**src/rtl/fitbit_pkg.sv**
```systemverilog
// Shared constants for the fitbit step source.
// Mode encodings, fixed step rates and FSM states.
package fitbit_pkg;

  localparam logic [1:0] MODE_WALK   = 2'b00;
  localparam logic [1:0] MODE_JOG    = 2'b01;
  localparam logic [1:0] MODE_RUN    = 2'b10;
  localparam logic [1:0] MODE_HYBRID = 2'b11;

  localparam logic [7:0] RATE_WALK = 8'd32;
  localparam logic [7:0] RATE_JOG  = 8'd64;
  localparam logic [7:0] RATE_RUN  = 8'd128;

  typedef enum logic [1:0] {
    ST_IDLE  = 2'b00,
    ST_RUN   = 2'b01,
    ST_PAUSE = 2'b10
  } state_t;

endpackage

```
**src/rtl/hybrid_rate_rom.sv**
```systemverilog
// Hybrid activity profile: step rate per elapsed second.
// Ports: seconds_i (elapsed seconds), rate_o (steps/s).
module hybrid_rate_rom
  import fitbit_pkg::*;
(
  input  logic [15:0] seconds_i,
  output logic [7:0]  rate_o
);

  always_comb begin
    rate_o = 8'd0;
    if (seconds_i < 16'd9) begin
      unique case (seconds_i[3:0])
        4'd0:    rate_o = 8'd20;
        4'd1:    rate_o = 8'd33;
        4'd2:    rate_o = 8'd66;
        4'd3:    rate_o = 8'd27;
        4'd4:    rate_o = 8'd70;
        4'd5:    rate_o = 8'd30;
        4'd6:    rate_o = 8'd19;
        4'd7:    rate_o = 8'd30;
        4'd8:    rate_o = 8'd33;
        default: rate_o = 8'd0;
      endcase
    end else if (seconds_i < 16'd73) begin
      rate_o = 8'd69;
    end else if (seconds_i < 16'd79) begin
      rate_o = 8'd34;
    end else if (seconds_i < 16'd144) begin
      rate_o = 8'd124;
    end
  end

endmodule

```
**src/rtl/step_pulse_gen.sv**
```systemverilog
// Synthetic step source: exact per-second pulse rate.
// Ports: CLK, RESET, START, MODE in; OUT, SECONDS out.
module step_pulse_gen
  import fitbit_pkg::*;
#(
  parameter int unsigned TICKS_PER_SEC = 100_000_000
) (
  input  logic        CLK,
  input  logic        RESET,
  input  logic        START,
  input  logic [1:0]  MODE,
  output logic        OUT,
  output logic [15:0] SECONDS
);

  localparam logic [31:0] TPS  = 32'(TICKS_PER_SEC);
  localparam logic [31:0] HALF = 32'(TICKS_PER_SEC / 2);
  localparam logic [31:0] LAST = TPS - 32'd1;

  // Rates are at most 128, so TPS >= 1024 keeps
  // every rate <= TPS/8 and pulses separated.
  if (TICKS_PER_SEC < 1024) begin : g_tps_chk
    $error("TICKS_PER_SEC must be >= 1024");
  end

  state_t      state_q, state_d;
  logic [1:0]  mode_q, mode_d;
  logic [31:0] tick_cnt_q, tick_cnt_d;
  logic [31:0] acc_q, acc_d;
  logic        out_q, out_d;
  logic [15:0] seconds_q, seconds_d;

  logic [7:0]  hyb_rate;
  logic [7:0]  rate;
  logic [32:0] sum;
  logic        ovf;

  hybrid_rate_rom u_rom (
    .seconds_i (seconds_q),
    .rate_o    (hyb_rate)
  );

  always_comb begin
    rate = RATE_WALK;
    unique case (mode_q)
      MODE_WALK:   rate = RATE_WALK;
      MODE_JOG:    rate = RATE_JOG;
      MODE_RUN:    rate = RATE_RUN;
      MODE_HYBRID: rate = hyb_rate;
      default:     rate = RATE_WALK;
    endcase
  end

  // 33-bit sum so the compare cannot wrap.
  assign sum = {1'b0, acc_q} + {25'd0, rate};
  assign ovf = sum >= {1'b0, TPS};

  always_comb begin
    state_d    = state_q;
    mode_d     = mode_q;
    tick_cnt_d = tick_cnt_q;
    acc_d      = acc_q;
    out_d      = 1'b0;
    seconds_d  = seconds_q;
    unique case (state_q)
      ST_IDLE: begin
        tick_cnt_d = 32'd0;
        acc_d      = HALF;
        mode_d     = MODE;
        if (START) state_d = ST_RUN;
      end
      ST_RUN: begin
        tick_cnt_d = tick_cnt_q + 32'd1;
        if (ovf) begin
          acc_d = sum[31:0] - TPS;
          out_d = 1'b1;
        end else begin
          acc_d = sum[31:0];
        end
        // Half-offset restart keeps each second
        // at exactly `rate` pulses.
        if (tick_cnt_q == LAST) begin
          tick_cnt_d = 32'd0;
          acc_d      = HALF;
          mode_d     = MODE;
          if (seconds_q != 16'hFFFF)
            seconds_d = seconds_q + 16'd1;
        end
        if (!START) state_d = ST_PAUSE;
      end
      ST_PAUSE: begin
        if (START) state_d = ST_RUN;
      end
      default: state_d = ST_IDLE;
    endcase
  end

  always_ff @(posedge CLK or posedge RESET) begin
    if (RESET) begin
      state_q    <= ST_IDLE;
      mode_q     <= MODE_WALK;
      tick_cnt_q <= 32'd0;
      acc_q      <= HALF;
      out_q      <= 1'b0;
      seconds_q  <= 16'd0;
    end else begin
      state_q    <= state_d;
      mode_q     <= mode_d;
      tick_cnt_q <= tick_cnt_d;
      acc_q      <= acc_d;
      out_q      <= out_d;
      seconds_q  <= seconds_d;
    end
  end

  assign OUT     = out_q;
  assign SECONDS = seconds_q;

endmodule

```
**config.mk**
```make
export PLATFORM = sky130hd
export DESIGN_NAME = step_pulse_gen
export DESIGN_NICKNAME = d
export VERILOG_FILES = /design/src/rtl/fitbit_pkg.sv /design/src/rtl/hybrid_rate_rom.sv /design/src/rtl/step_pulse_gen.sv
export SDC_FILE = /design/constraint.sdc
export NUM_CORES = 1
export LEC_CHECK = 0
export ABC_AREA = 0
export ABC_CLOCK_PERIOD_IN_PS = 6500
export CAP_MARGIN = 10
export CORE_MARGIN = 5
export CORE_UTILIZATION = 51
export CTS_CLUSTER_DIAMETER = 40
export CTS_CLUSTER_SIZE = 14
export DETAILED_ROUTE_END_ITERATION = 10
export PLACE_DENSITY = 0.68
export RECOVER_POWER = 25
export SLEW_MARGIN = 20
export SYNTH_ARGS = -nofsm -noshare
export SYNTH_HDL_FRONTEND = slang
export SYNTH_SLANG_ARGS = --single-unit
```
**constraint.sdc**
```tcl
create_clock -name CLK -period 6.5 [get_ports CLK]
set_input_delay 0.975 -clock CLK [delete_from_list [all_inputs] [get_ports CLK]]
set_output_delay 0.975 -clock CLK [all_outputs]
set_load 0.01 [all_outputs]
```
==> results.md <==
- Status: finished, violations left
- Failing checks: max-capacitance violations, max-slew violations
- Max-slew headroom: -1.70
- DRC: 0
- Via-per-instance ratio: 6.11
- Synth Flop Type: dfrtp_1
- DRT iter0 DRCs: 454
- Final Critical Period: 5700 ps
- WP data required: 6700 ps
- Peak supply drop: 0.0972 mV
- Initial Util: 0.515
- Mapped Area: 0.00611 sq mm
- Worst EP arrival: 5900 ps
- Total die area: 0.0143 sq mm
- Sequential area share after synthesis: 0.350
- Layout cell share with drive strength beyond 1: 0.0880
- Antenna viol nets, final: 0
- Global route overflow: 0
- Slew Viols, Final: 144
- RR Startpoint: SECONDS[1]
- Worst R2R End: acc_q[14]
- Worst-Margin Slew: 4050 ps
- Fillers: 1091
- N_diodes: 0
- Synth top area cells: dfrtp_1 (30%), o21ai_0 (5.9%), xnor2_1 (5.7%), nand2_1 (5.6%), dfstp_2 (5.2%)
- Max cap viols: 2
- Final setup viols: 0
- Max H-tree Level: 3
- Synth cell types: 79
- Vias after detailed routing: 5336
- Slowest stage delay, CP: 450 ps
- Setup tns final: 0 ps
- Die Ht: 119 um
- Clock sink count: 85
- Clk_lat worst skew: 350 ps
- Horiz. Die Dim: 119 um
- Max frequency: 175 MHz
- First-pass GRT wire length: 25.2 mm
- TritonCTS Buffers: 9
- # rows: 40
- CTS tree: done
- Routed Wire Length: 14.7 mm
- CP Launch Type: register
- Async SR Flop Fraction: 1.00
- FF-to-FF setup slack: 800 ps
- Nets: 744
- Area grow syn2layout: 9.72%
- Yosys warnings: 0
- Final period util: 0.877
- TritonRoute pass-1 iters: 5
- Port Buffers: 21
- Core area: 0.0119 sq mm
- CP Class: reg -> reg
- HPWL Detailed: 10.1 mm
- Mapped Cells: 718
- Initial antenna violation count: 0
- Total Routing Usage GR: 0.210
- Unrepaired setup endpoints after global routing: false
- Synth top area share: 0.299
- Worst-path clk slew: 70 ps
- Most frequent cells after synthesis: nand2_1 (92), dfrtp_1 (73), o21ai_0 (72)
- Crit end category: register
- Worst Hold Class: reg -> reg
- I/O Pins: 22
- Crit-path cells: inv_1 -> ha_1 -> nand2_1 -> a211o_1 -> nor2_1 -> nand2_1 -> o21ai_0 -> a21boi_0 -> ha_1 -> or2_2 -> a21oi_1 -> nor2_1 -> xnor2_1 -> inv_1 -> ha_1 -> nand3_1 -> nor3_1 -> nand4_1 -> a2111oi_0 -> a31o_2 -> or2_2 -> nand2_1 -> o41ai_1 -> o32ai_1
- Worst Reg-to-Reg Cells: 24
- Hold endpoint: tick_cnt_q[21]
- Crit path max fanout: 12
- Hold_sp: tick_cnt_q[21]
- Pin count of the biggest net entering global routing: 74
- EDFF count, synth: 0
- Post-Syn Nets: 740
- Vias in the first global route: 5123
- Synth Register Bits: 85
- Hold buffer count at CTS: 0
- GPL Wtd Cong: 0.874
- Top-count cell post-synth: nand2_1
- Postcts setup bufs: 0
- Slowest CP cell: dfrtp_1
- Lkg Pwr: 2.76 nW
- Post-CTS sizing: 0
- Hold Path Stages: 1
- Pwr dens: 206 mW/mm^2
- DR WL/cell: 16.9 um
- Final Hold Viols: 0
- Clock buffer depth: 2
- Cell taking the most area after synthesis: dfrtp_1
- Mean Syn Cell Area: 8.51 sq um
- Clock root buffer master: clkbuf_16
- Clock Skews: 10.0 ps
- Finished Core Util: 0.566
-- per-stage QoR --
| stage | instance area [sq um] | hold slack, ps | std cells | power [mW] | setup WS [ps] |
|---|---|---|---|---|---|
| after floorplan | 6110 | 451 | 718 | 0.801 | 1690 |
| after global placement | 6400 | 468 | 857 | 0.862 | 1030 |
| after detailed placement | 6400 | 492 | 857 | 0.867 | 862 |
| after CTS | 6690 | 503 | 873 | 1.38 | 832 |
| after global routing | 6710 | 527 | 874 | 1.45 | 178 |
| final | 6710 | 498 | 874 | 1.38 | 800 |
-- layer usage --
metal | vias to the layer above | share of wire | track usage
met3 | 10 | 0.036 | 0.0309
met2 | 103 | 0.47 | 0.333
met4 | 0 | 0.0096 | 0.0587
li1 | 2608 | - | -
met1 | 2615 | 0.48 | 0.299
met5 | - | 0 | 0
-- power by group --
part           internal, mW  total, mW  leakage (nW)  switching, mW
clock                 0.270      0.516         0.142          0.246
sequential            0.550      0.581          1.13         0.0309
combinational        0.0987      0.285          1.49          0.187
total                 0.918       1.38          2.76          0.464
-- registers in the layout, indices dropped and copies added (netlist names) --
name        count
OUT             1
state_q         2
SECONDS        16
mode_q          2
tick_cnt_q     32
acc_q          32
-- placed cells by master (no fill, tap or decap), drive strengths merged, types with 4 or more instances in the layout --
cell type      netlist  final
nand2               93     93
o21ai               75     75
dfrtp               73     73
nor2                48     48
a21oi               44     44
xnor2               40     40
nand3               35     35
xor2                30     30
and3                20     20
inv                 16     20
nand4               19     19
nor3                19     19
clkdlybuf4s50        0     18
ha                  16     16
dfstp               12     12
nor2b               12     12
a22o                10     10
clkbuf              22     10
nor4                 8      8
a211oi               8      8
and2                 7      7
and4                 7      7
nand2b               6      6
a21o                 6      6
o211ai               6      6
or2                  5      5
o31ai                5      5
a31oi                5      5
mux2i                5      5
or4                  5      5
or3                  5      5
nor4b                4      4
-- cell type report --
type / count / area [sq um] / share of cell area
repair buffers: 24 / 249 / 0.0371
clock buffers: 9 / 225 / 0.0336
well taps: 147 / 184 / 0.0274
clock inverters: 7 / 63.8 / 0.00951
inverters: 16 / 61.3 / 0.00914
multi-input cells: 586 / 3780 / 0.564
flip-flops and latches: 85 / 2140 / 0.319
-- worst max-delay path by stage --
stage	start	endpoint	slack [ps]	cells after the start
2_1_floorplan	SECONDS[0]	acc_q[14]	1690	24
3_3_place_gp	SECONDS[0]	acc_q[14]	1030	24
3_5_place_dp	SECONDS[0]	acc_q[14]	860	24
4_1_cts	SECONDS[0]	acc_q[14]	830	24
5_1_grt	RESET	acc_q[24]	180	3
6_report	SECONDS[1]	acc_q[14]	800	24
-- worst max-delay path, delay by kind of cell, from the launching register on --
family / cells / cell delay [ps]
AOI/OAI and AO/OA: 8 / 2200
xor gates and xnor gates: 1 / 200
adders and majority gates: 3 / 750
buffers and inverters: 2 / 250
DFF: 1 / 450
and+or+nand+nor: 10 / 1700
-- logic make-up after synthesis --
family / synth area share
AOI/OAI and AO/OA: 0.205
xor gates and xnor gates: 0.100
adders and majority gates: 0.0360
buffers and inverters: 0.0321
DFF: 0.350
muxes: 0.0119
and+or+nand+nor: 0.264
Note: power is estimated with default switching activity, not from simulation.
